File: config.mk
export PLATFORM = sky130hd
export DESIGN_NAME = rx_serial_7e1_flat
export DESIGN_NICKNAME = d
export VERILOG_FILES = /design/src/rtl/rx_serial_pkg.sv /design/src/rtl/rx_serial_7e1_if.sv /design/src/rtl/rx_serial_uc.sv /design/src/rtl/rx_serial_7e1.sv /design/src/flat_wrapper.sv
export SDC_FILE = /design/constraint.sdc
export NUM_CORES = 1
export LEC_CHECK = 0
export CELL_PAD_IN_SITES_DETAIL_PLACEMENT = 2
export CELL_PAD_IN_SITES_GLOBAL_PLACEMENT = 2
export CORE_MARGIN = 5
export CORE_UTILIZATION = 38
export DETAILED_ROUTE_END_ITERATION = 7
export DONT_BUFFER_PORTS = 1
export PLACE_DENSITY = 0.76
export SETUP_SLACK_MARGIN = 0.4
export SLEW_MARGIN = 0
export SYNTH_ARGS = -nofsm -noshare
export SYNTH_HDL_FRONTEND = slang
export SYNTH_SLANG_ARGS = --single-unit
File: constraint.sdc
create_clock -name clock -period 2.1 [get_ports clock]
set_clock_uncertainty 0.05 [all_clocks]
set_input_delay 0.42 -clock clock [delete_from_list [all_inputs] [get_ports clock]]
set_output_delay 0.42 -clock clock [all_outputs]
set_load 0.1 [all_outputs]
File: src/rtl/rx_serial_pkg.sv
// Shared constants for the 7E1 serial receiver: FSM state codes, baud divisors and frame length.
package rx_serial_pkg;

  // The numeric codes are visible on db_estado, so they are pinned explicitly.
  typedef enum logic [3:0] {
    ST_IDLE    = 4'd0,
    ST_START   = 4'd1,
    ST_ESPERA  = 4'd2,
    ST_AMOSTRA = 4'd3,
    ST_FINAL   = 4'd4,
    ST_BREAK   = 4'd5
  } state_e;

  localparam int BAUD_DIV_115200 = 434;
  localparam int BAUD_DIV_9600   = 5208;
  localparam int FRAME_BITS      = 9;

endpackage

File: src/rtl/rx_serial_7e1_if.sv
// Pin/handshake bundle between the serial line, the 7E1 receiver and the character consumer.
interface rx_serial_7e1_if;
  logic       rx;
  logic       recebe_dado;
  logic [6:0] dados_ascii;
  logic       tem_dado;
  logic       pronto;
  logic       erro_paridade;
  logic       erro_stop;
  logic       db_rx;
  logic       db_tick;
  logic [3:0] db_estado;

  // The receiver.
  modport slave (
    input  rx, recebe_dado,
    output dados_ascii, tem_dado, pronto, erro_paridade, erro_stop,
           db_rx, db_tick, db_estado
  );

  // The line driver / character consumer.
  modport master (
    output rx, recebe_dado,
    input  dados_ascii, tem_dado, pronto, erro_paridade, erro_stop,
           db_rx, db_tick, db_estado
  );
endinterface

File: src/rtl/rx_serial_uc.sv
// Control FSM of the 7E1 receiver: finds the start bit, paces the nine samples, closes the frame.
module rx_serial_uc
  import rx_serial_pkg::*;
(
  input  logic       clock,
  input  logic       reset,
  input  logic       rx,
  input  logic       tick,
  input  logic       half,
  input  logic       fim_bits,
  output logic       zera,
  output logic       amostra,
  output logic       carrega,
  output logic       pronto,
  output logic [3:0] db_estado
);

  state_e state_q, state_d;

  // NOTE: state registers use non-blocking assignment so every flop samples pre-edge values.
  always_ff @(posedge clock or negedge reset) begin
    if (!reset) state_q <= ST_IDLE;
    else        state_q <= state_d;
  end

  // NOTE: every output gets a default first, so no path through the case can infer a latch.
  always_comb begin
    state_d = state_q;
    zera    = 1'b0;
    amostra = 1'b0;
    carrega = 1'b0;
    pronto  = 1'b0;
    unique case (state_q)
      ST_IDLE: begin
        zera = 1'b1;
        if (!rx) state_d = ST_START;
      end
      ST_START: begin
        if (half) begin
          if (!rx) begin
            state_d = ST_ESPERA;
            zera    = 1'b1;
          end else begin
            state_d = ST_IDLE;
          end
        end
      end
      ST_ESPERA: if (tick) state_d = ST_AMOSTRA;
      ST_AMOSTRA: begin
        amostra = 1'b1;
        state_d = fim_bits ? ST_FINAL : ST_ESPERA;
      end
      ST_FINAL: begin
        carrega = 1'b1;
        pronto  = 1'b1;
        // The stop bit sampled one cycle ago is still on the line; low means a break.
        state_d = rx ? ST_IDLE : ST_BREAK;
      end
      ST_BREAK: if (rx) state_d = ST_IDLE;
      default:  state_d = ST_IDLE;
    endcase
  end

  assign db_estado = state_q;

endmodule

File: src/rtl/rx_serial_7e1.sv
// Asynchronous 7E1 serial receiver: baud/bit counters, shift register and held outputs.
// Optional RX_SYNC_EN adds a 2-flop input synchronizer (2 cycles extra latency).
module rx_serial_7e1
  import rx_serial_pkg::*;
#(
  parameter int BAUD_DIV = BAUD_DIV_115200,
  parameter int DIV_W    = 9
) (
  input  logic             clock,
  input  logic             reset,
  rx_serial_7e1_if.slave   bus
);

  logic rx_s;

`ifdef RX_SYNC_EN
  logic [1:0] sync_q, sync_d;
  always_comb sync_d = {sync_q[0], bus.rx};
  always_ff @(posedge clock or negedge reset) begin
    if (!reset) sync_q <= 2'b11;
    else        sync_q <= sync_d;
  end
  assign rx_s = sync_q[1];
`else
  assign rx_s = bus.rx;
`endif

  logic zera, amostra, carrega, pronto, tick, half, fim_bits;
  logic [3:0] estado;

  rx_serial_uc u_uc (
    .clock     (clock),
    .reset     (reset),
    .rx        (rx_s),
    .tick      (tick),
    .half      (half),
    .fim_bits  (fim_bits),
    .zera      (zera),
    .amostra   (amostra),
    .carrega   (carrega),
    .pronto    (pronto),
    .db_estado (estado)
  );

  logic [DIV_W-1:0] cnt_q, cnt_d;
  logic [3:0]       bit_cnt_q, bit_cnt_d;
  logic [8:0]       sh_q, sh_d;
  logic [6:0]       dados_q, dados_d;
  logic             perr_q, perr_d;
  logic             serr_q, serr_d;
  logic             tem_q, tem_d;

  assign tick     = (cnt_q == DIV_W'(BAUD_DIV - 1));
  assign half     = (cnt_q == DIV_W'(BAUD_DIV / 2 - 1));
  assign fim_bits = (bit_cnt_q == 4'(FRAME_BITS - 1));

  always_comb begin
    cnt_d     = (zera || tick) ? '0 : cnt_q + DIV_W'(1);
    bit_cnt_d = zera ? 4'd0 : (amostra ? bit_cnt_q + 4'd1 : bit_cnt_q);
    // Bits arrive LSB first and enter at the top, so after nine samples sh = {stop, p, d6..d0}.
    sh_d      = amostra ? {rx_s, sh_q[8:1]} : sh_q;
    dados_d   = carrega ? sh_q[6:0]  : dados_q;
    perr_d    = carrega ? ^sh_q[7:0] : perr_q;
    serr_d    = carrega ? ~sh_q[8]   : serr_q;
    // A completing frame outranks a same-cycle acknowledge.
    tem_d     = carrega ? 1'b1 : (bus.recebe_dado ? 1'b0 : tem_q);
  end

  always_ff @(posedge clock or negedge reset) begin
    if (!reset) begin
      cnt_q     <= '0;
      bit_cnt_q <= 4'd0;
      sh_q      <= 9'd0;
      dados_q   <= 7'd0;
      perr_q    <= 1'b0;
      serr_q    <= 1'b0;
      tem_q     <= 1'b0;
    end else begin
      cnt_q     <= cnt_d;
      bit_cnt_q <= bit_cnt_d;
      sh_q      <= sh_d;
      dados_q   <= dados_d;
      perr_q    <= perr_d;
      serr_q    <= serr_d;
      tem_q     <= tem_d;
    end
  end

  assign bus.dados_ascii   = dados_q;
  assign bus.tem_dado      = tem_q;
  assign bus.pronto        = pronto;
  assign bus.erro_paridade = perr_q;
  assign bus.erro_stop     = serr_q;
  assign bus.db_rx         = rx_s;
  assign bus.db_tick       = tick;
  assign bus.db_estado     = estado;

endmodule

File: src/flat_wrapper.sv
// flat-port wrapper written by rule: the top's interface ports become plain ports
module rx_serial_7e1_flat import rx_serial_pkg::*;
#(
  parameter int BAUD_DIV = BAUD_DIV_115200,
  parameter int DIV_W    = 9
)
  (clock, reset, bus_rx, bus_recebe_dado, bus_dados_ascii, bus_tem_dado, bus_pronto, bus_erro_paridade, bus_erro_stop, bus_db_rx, bus_db_tick, bus_db_estado);
  rx_serial_7e1_if bus_i ();
  input  logic clock;
  input  logic reset;
  input wire logic [$bits(bus_i.rx)-1:0] bus_rx;
  input wire logic [$bits(bus_i.recebe_dado)-1:0] bus_recebe_dado;
  output wire logic [$bits(bus_i.dados_ascii)-1:0] bus_dados_ascii;
  output wire logic [$bits(bus_i.tem_dado)-1:0] bus_tem_dado;
  output wire logic [$bits(bus_i.pronto)-1:0] bus_pronto;
  output wire logic [$bits(bus_i.erro_paridade)-1:0] bus_erro_paridade;
  output wire logic [$bits(bus_i.erro_stop)-1:0] bus_erro_stop;
  output wire logic [$bits(bus_i.db_rx)-1:0] bus_db_rx;
  output wire logic [$bits(bus_i.db_tick)-1:0] bus_db_tick;
  output wire logic [$bits(bus_i.db_estado)-1:0] bus_db_estado;
  assign bus_i.rx = bus_rx;
  assign bus_i.recebe_dado = bus_recebe_dado;
  assign bus_dados_ascii = bus_i.dados_ascii;
  assign bus_tem_dado = bus_i.tem_dado;
  assign bus_pronto = bus_i.pronto;
  assign bus_erro_paridade = bus_i.erro_paridade;
  assign bus_erro_stop = bus_i.erro_stop;
  assign bus_db_rx = bus_i.db_rx;
  assign bus_db_tick = bus_i.db_tick;
  assign bus_db_estado = bus_i.db_estado;
  rx_serial_7e1 #(.BAUD_DIV(BAUD_DIV), .DIV_W(DIV_W)) u_core (.clock(clock), .reset(reset), .bus(bus_i));
endmodule
Yosys cells after proc, flatten, opt, wreduce, memory -nomap -nowiden:

Cells that the tools add are included.
Widths: inputs -> output; s select.

* register bits after elaboration: 36
* input bits: 4
* output and inout port bits: 17

* add/subtract/negate cells: 2
* multiplexer cells: 18
* equality and inequality tests: 12
* reductions and logical operators: 6
* bitwise gates (word level): 1

Operators with widths (count)
* $mux 4: 6
* $pmux 4 s6: 1
* $add 9x1->9 const B: 1
* $eq 9x8->1 const B: 1
* $eq 9x9->1 const B: 1
* $mux 9: 1
* $eq 4x2->1 const B: 2
* $eq 4x3->1 const B: 2
* $reduce_xor 8->1: 1
* $mux 1: 6
* $mux 3: 2
* $add 4x1->4 const B: 1
* $eq 4x1->1 const B: 1
* $eq 4x4->1 const B: 1
* $logic_not 4->1: 1
* $ne 2x1->1 const B: 2
* $ne 2x2->1 const B: 2
* $reduce_and 4->1: 1
* $reduce_bool 2->1: 2
* $mux 2: 1
* $pmux 1 s2: 1
* $logic_or 1x1->1: 1
* $not 1->1: 1

Logic depth before layout (Yosys ltp):

* depth after elaboration: 5
* mapped depth: 6
* depth with buffers taken out: 6

By module:

From an unflattened synthesis, not the netlist that was laid out.

* cell total of the unflattened synthesis: 146
* area total of the unflattened synthesis: 1732.9 um^2

Modules (own cells, without submodules)
* rx_serial_7e1: seq. area each 800.8 um^2, times used 1, cells an instance 119, area each 1467.7 um^2
* rx_serial_uc: seq. area each 75.1 um^2, times used 1, cells an instance 27, area each 265.3 um^2

Worst setup path after synthesis:

Ideal clock, no wire load.

* path type: register to register
* start: register u_core.u_uc.state_q[1], in the netlist u_core.u_uc.db_estado[1]
* end: register u_core.dados_q[0], in the netlist u_core.bus.dados_ascii[0]
* stages on the path, launching flop included: 7
* required time: 1.924 ns
* data arrival time: 2.482 ns
* path slack: -0.558 ns
* buffers on the path: 1
* path through: dfrtp_1 > clkbuf_1 > nand2b_1 > or2_2 > clkinv_1 > nand2_1 > nand2_1

* word-level cells in the longest chain between the ends: 2

Ends and longest elaborated chain
* from (decl): RTL line rx_serial_uc.sv:18 `state_e state_q, state_d;`
* from (signal assigned): RTL line rx_serial_uc.sv:23 `else state_q <= state_d;`
* $eq 4x3->1
* $mux 1
* via bus_pronto: RTL line flat_wrapper.sv:15 `output wire logic [$bits(bus_i.pronto)-1:0] bus_pronto;`
* to (signal assigned): RTL line rx_serial_7e1.sv:82 `dados_q <= dados_d;`
* to (decl): RTL line rx_serial_7e1.sv:48 `logic [6:0] dados_q, dados_d;`

The timed path passes the listed nets, and every way through them passes these cells.
A chain may end at the register's enable or synchronous reset.

Worst setup path after layout:

* start: register u_core.cnt_q[7]
* end: output bus_db_tick

* word-level cells in the longest chain between the ends: 1

Ends and longest elaborated chain
* from (decl): RTL line rx_serial_7e1.sv:45 `logic [DIV_W-1:0] cnt_q, cnt_d;`
* from (signal assigned): RTL line rx_serial_7e1.sv:79 `cnt_q <= cnt_d;`
* $eq 9x9->1: RTL line rx_serial_7e1.sv:53 `assign tick = (cnt_q == DIV_W'(BAUD_DIV - 1));`
* to (decl): RTL line flat_wrapper.sv:19 `output wire logic [$bits(bus_i.db_tick)-1:0] bus_db_tick;`

No other way between the ends.

==> flow_summary.ini <==
[grt]
grt_use_total = 0.187
grt_max_degree = 36
grt_overflow = 0
antenna_found_initial = 0
grt_pass1_vias = 1537
grt_pass1_wl_um = 7670

[finish]
final_common_cell = nand2_1
area_delta_synth_final_pct = 28.1
finalNetCount = 210
final_layout_size_suffix_gt1_frac = 0.252
most-common-layout-cells = nand2_1, dfrtp_1, buf_4, nor2_1, xnor2_1
num_antenna_cells = 0
fin_cells = 254

[logic_synthesis]
ys_ff_latch = 35
synthCells = 176
syn-num-nets = 185
yosys_warnings = 0
synth_area_sq_um = 1650
seq_area_frac_synth = 0.531
synth_top_area_frac = 0.531
synth_cell_types = 33
synth_area_per_cell_sq_um = 9.37
yosys.area.top_type = dfrtp_1
synthTopCellsByArea = dfrtp_1, nand2_1, xnor2_1

[worst_hold_path]
holdPathEnd = u_core.bus.tem_dado$_DFFE_PN0P_
hold_class = input pin to flip-flop
holdPathStages = 1
hp-start = bus_recebe_dado

[critical_path]
rr_worst_depth = 7
start_kind = flip-flop
r2r-end = u_core.bit_cnt_q[1]$_DFFE_PN0P_
worstPathCellList = nor4bb_4 -> nand2_2 -> clkinvlp_4 -> buf_12
critical-path-max-stage-delay_ns = 0.49
worstPathArrival_ns = 1.54
r2r-start = u_core.cnt_q[0]$_DFF_PN0_
cp_max_fo = 4
cp_slowest_cell = dfrtp_1
crit_buf_inv = 2
required_ns = 1.63
worst-r2r-setup-slack_ns = 0.12
critPathTopFamily = simple AND/OR/NAND/NOR gates
critical_path_class = flip-flop to output port
critPathCaptureType = output port

[routing]
wirelength_um = 4820
vias_per_cell = 5.16
dr_total_vias = 1310
drt_iter0_markers = 32
drt-wirelength-per-cell_um = 19.0
drtPass1Iterations = 4
drc = 0
ant_nets = 0

[timing]
fmax_ghz = 0.499
hold_viol = 0
min_period_over_period = 0.955
finalSetupTns_ns = 0
setup_viol = 0
final_max_slew_viol_count = 0
rsz0062_at_grt = true
period_needed_ns = 2.01

[run]
maxCapViolCount = 0

[floorplanning]
rows = 24
die_h_um = 75.9
die_w_um = 75.9
core-area_sq_um = 4290
initial_core_util = 0.384
ios = 21
dieArea_sq_um = 5760

[clocking]
clock_sinks = 35
clock_latency_ns = 0.30
cts_inserted_buffers = 5
cts_tree = done
htree_levels = 2
cts.path.max_buffers = 2
clk_pin_slew_ns = 0.08
clock_tree.root_cell = clkbuf_8

[run_status]
run_status = complete, no violations

[pwr]
leakage_uw = 0.00102
power.density_nw_per_um2 = 833
max-vdd-ir-drop_mv = 0.477

[placement]
io_buffers = 0
finalWeightedCongestion = 0.773
hpwl_um = 2930
dp_cells = 236
worst max path at each step:
stage | cells after the start | start | end | slack (ns)
floorplan | 4 | u_core.u_uc.db_estado[1]$_DFFE_PN0P_ | bus_pronto | 0.27
global placement | 6 | u_core.cnt_q[0]$_DFF_PN0_ | u_core.u_uc.db_estado[1]$_DFFE_PN0P_ | 0.28
detailed placement | 6 | u_core.cnt_q[0]$_DFF_PN0_ | u_core.u_uc.db_estado[1]$_DFFE_PN0P_ | 0.16
CTS | 6 | u_core.cnt_q[1]$_DFF_PN0_ | bus_db_tick | 0.09
global route | 6 | u_core.cnt_q[1]$_DFF_PN0_ | bus_db_tick | -0.01
finish | 4 | u_core.cnt_q[7]$_DFF_PN0_ | bus_db_tick | 0.09
cell families after synthesis:
logic type,count (synthesis),synth area share
AOI/OAI and AO/OA,11,0.0410
xor gates and xnor gates,17,0.0903
adders and majority gates,5,0.0379
buffers and inverters,14,0.0364
DFF,35,0.531
other,1,0.00227
and+or+nand+nor,93,0.261
final cells by class:
class                           count  area, sq um
Clock inverter                      3         43.8
Multi-Input combinational cell    127          792
Fill cell                         456         2180
Tap cell                           52         65.1
Timing Repair Buffer               25          215
Clock buffer                        5         68.8
Inverter                            7         42.5
Sequential cell                    35          886
cell usage after synthesis:
cell        n
o32ai_1     1
conb_1      1
nand3b_1    1
inv_1       6
a21oi_1     3
or2_2       1
or3b_1      1
ha_1        5
o21ai_0     3
o22ai_1     1
nor2_1     17
a31oi_1     1
or4_4       1
and4b_1     1
clkinv_1    1
clkbuf_1    5
xnor2_1    12
and3_1      1
nand2b_4    1
nor4bb_1    1
and3b_1     1
buf_4       2
nand4b_1    1
o41ai_1     1
xor2_1      5
nand2b_1    3
dfrtp_1    35
nand2_1    55
nand4bb_1   1
a21boi_1    1
nand3_1     4
nor2b_1     1
nand4_1     2
through the flow:
stage           util  hold WS [ns]  power (uW)  setup slack (ns)  instance area (sq um)
3_3_place_gp   0.434        0.0755        1050             0.283                   1860
2_1_floorplan      -        0.0744        1010             0.268                   1740
3_5_place_dp   0.434        0.0753        1060             0.163                   1860
6_report       0.492         0.189        1760            0.0940                   2110
4_1_cts        0.486         0.170        1740            0.0918                   2090
5_1_grt        0.492         0.181        1850          -0.00971                   2110
layer usage:
metal / global-route usage / vias to the layer above / share of wire
met1: 0.212 / 678 / 0.41
li1: - / 603 / -
met3: 0.0567 / 9 / 0.038
met4: 0.0641 / 0 / 0.016
met5: 0 / - / 0
met2: 0.333 / 20 / 0.54
sequential cells by signal, indices dropped and copies added, names as in the netlist:
name                      cells
u_core.bus.dados_ascii        7
u_core.bus.tem_dado           1
u_core.cnt_q                  9
u_core.u_uc.db_estado         3
u_core.bit_cnt_q              4
u_core.sh_q                   9
u_core.bus.erro_stop          1
u_core.bus.erro_paridade      1
report_power, final:
group	leakage (uW)	internal, uW	switching, uW	total, uW
Combinational	0.000506	134	154	288
Clock	0.0000581	353	264	618
Sequential	0.000460	740	114	854
what timing repair did:
action,CTS,global route
hold buffers,2,0
resized for setup,8,3
buffers inserted,6,2
pin swaps,4,2
hold endpoints to repair,35,0
endpoints found under the setup margin,16,17
Note: power is estimated with default switching activity, not from simulation.
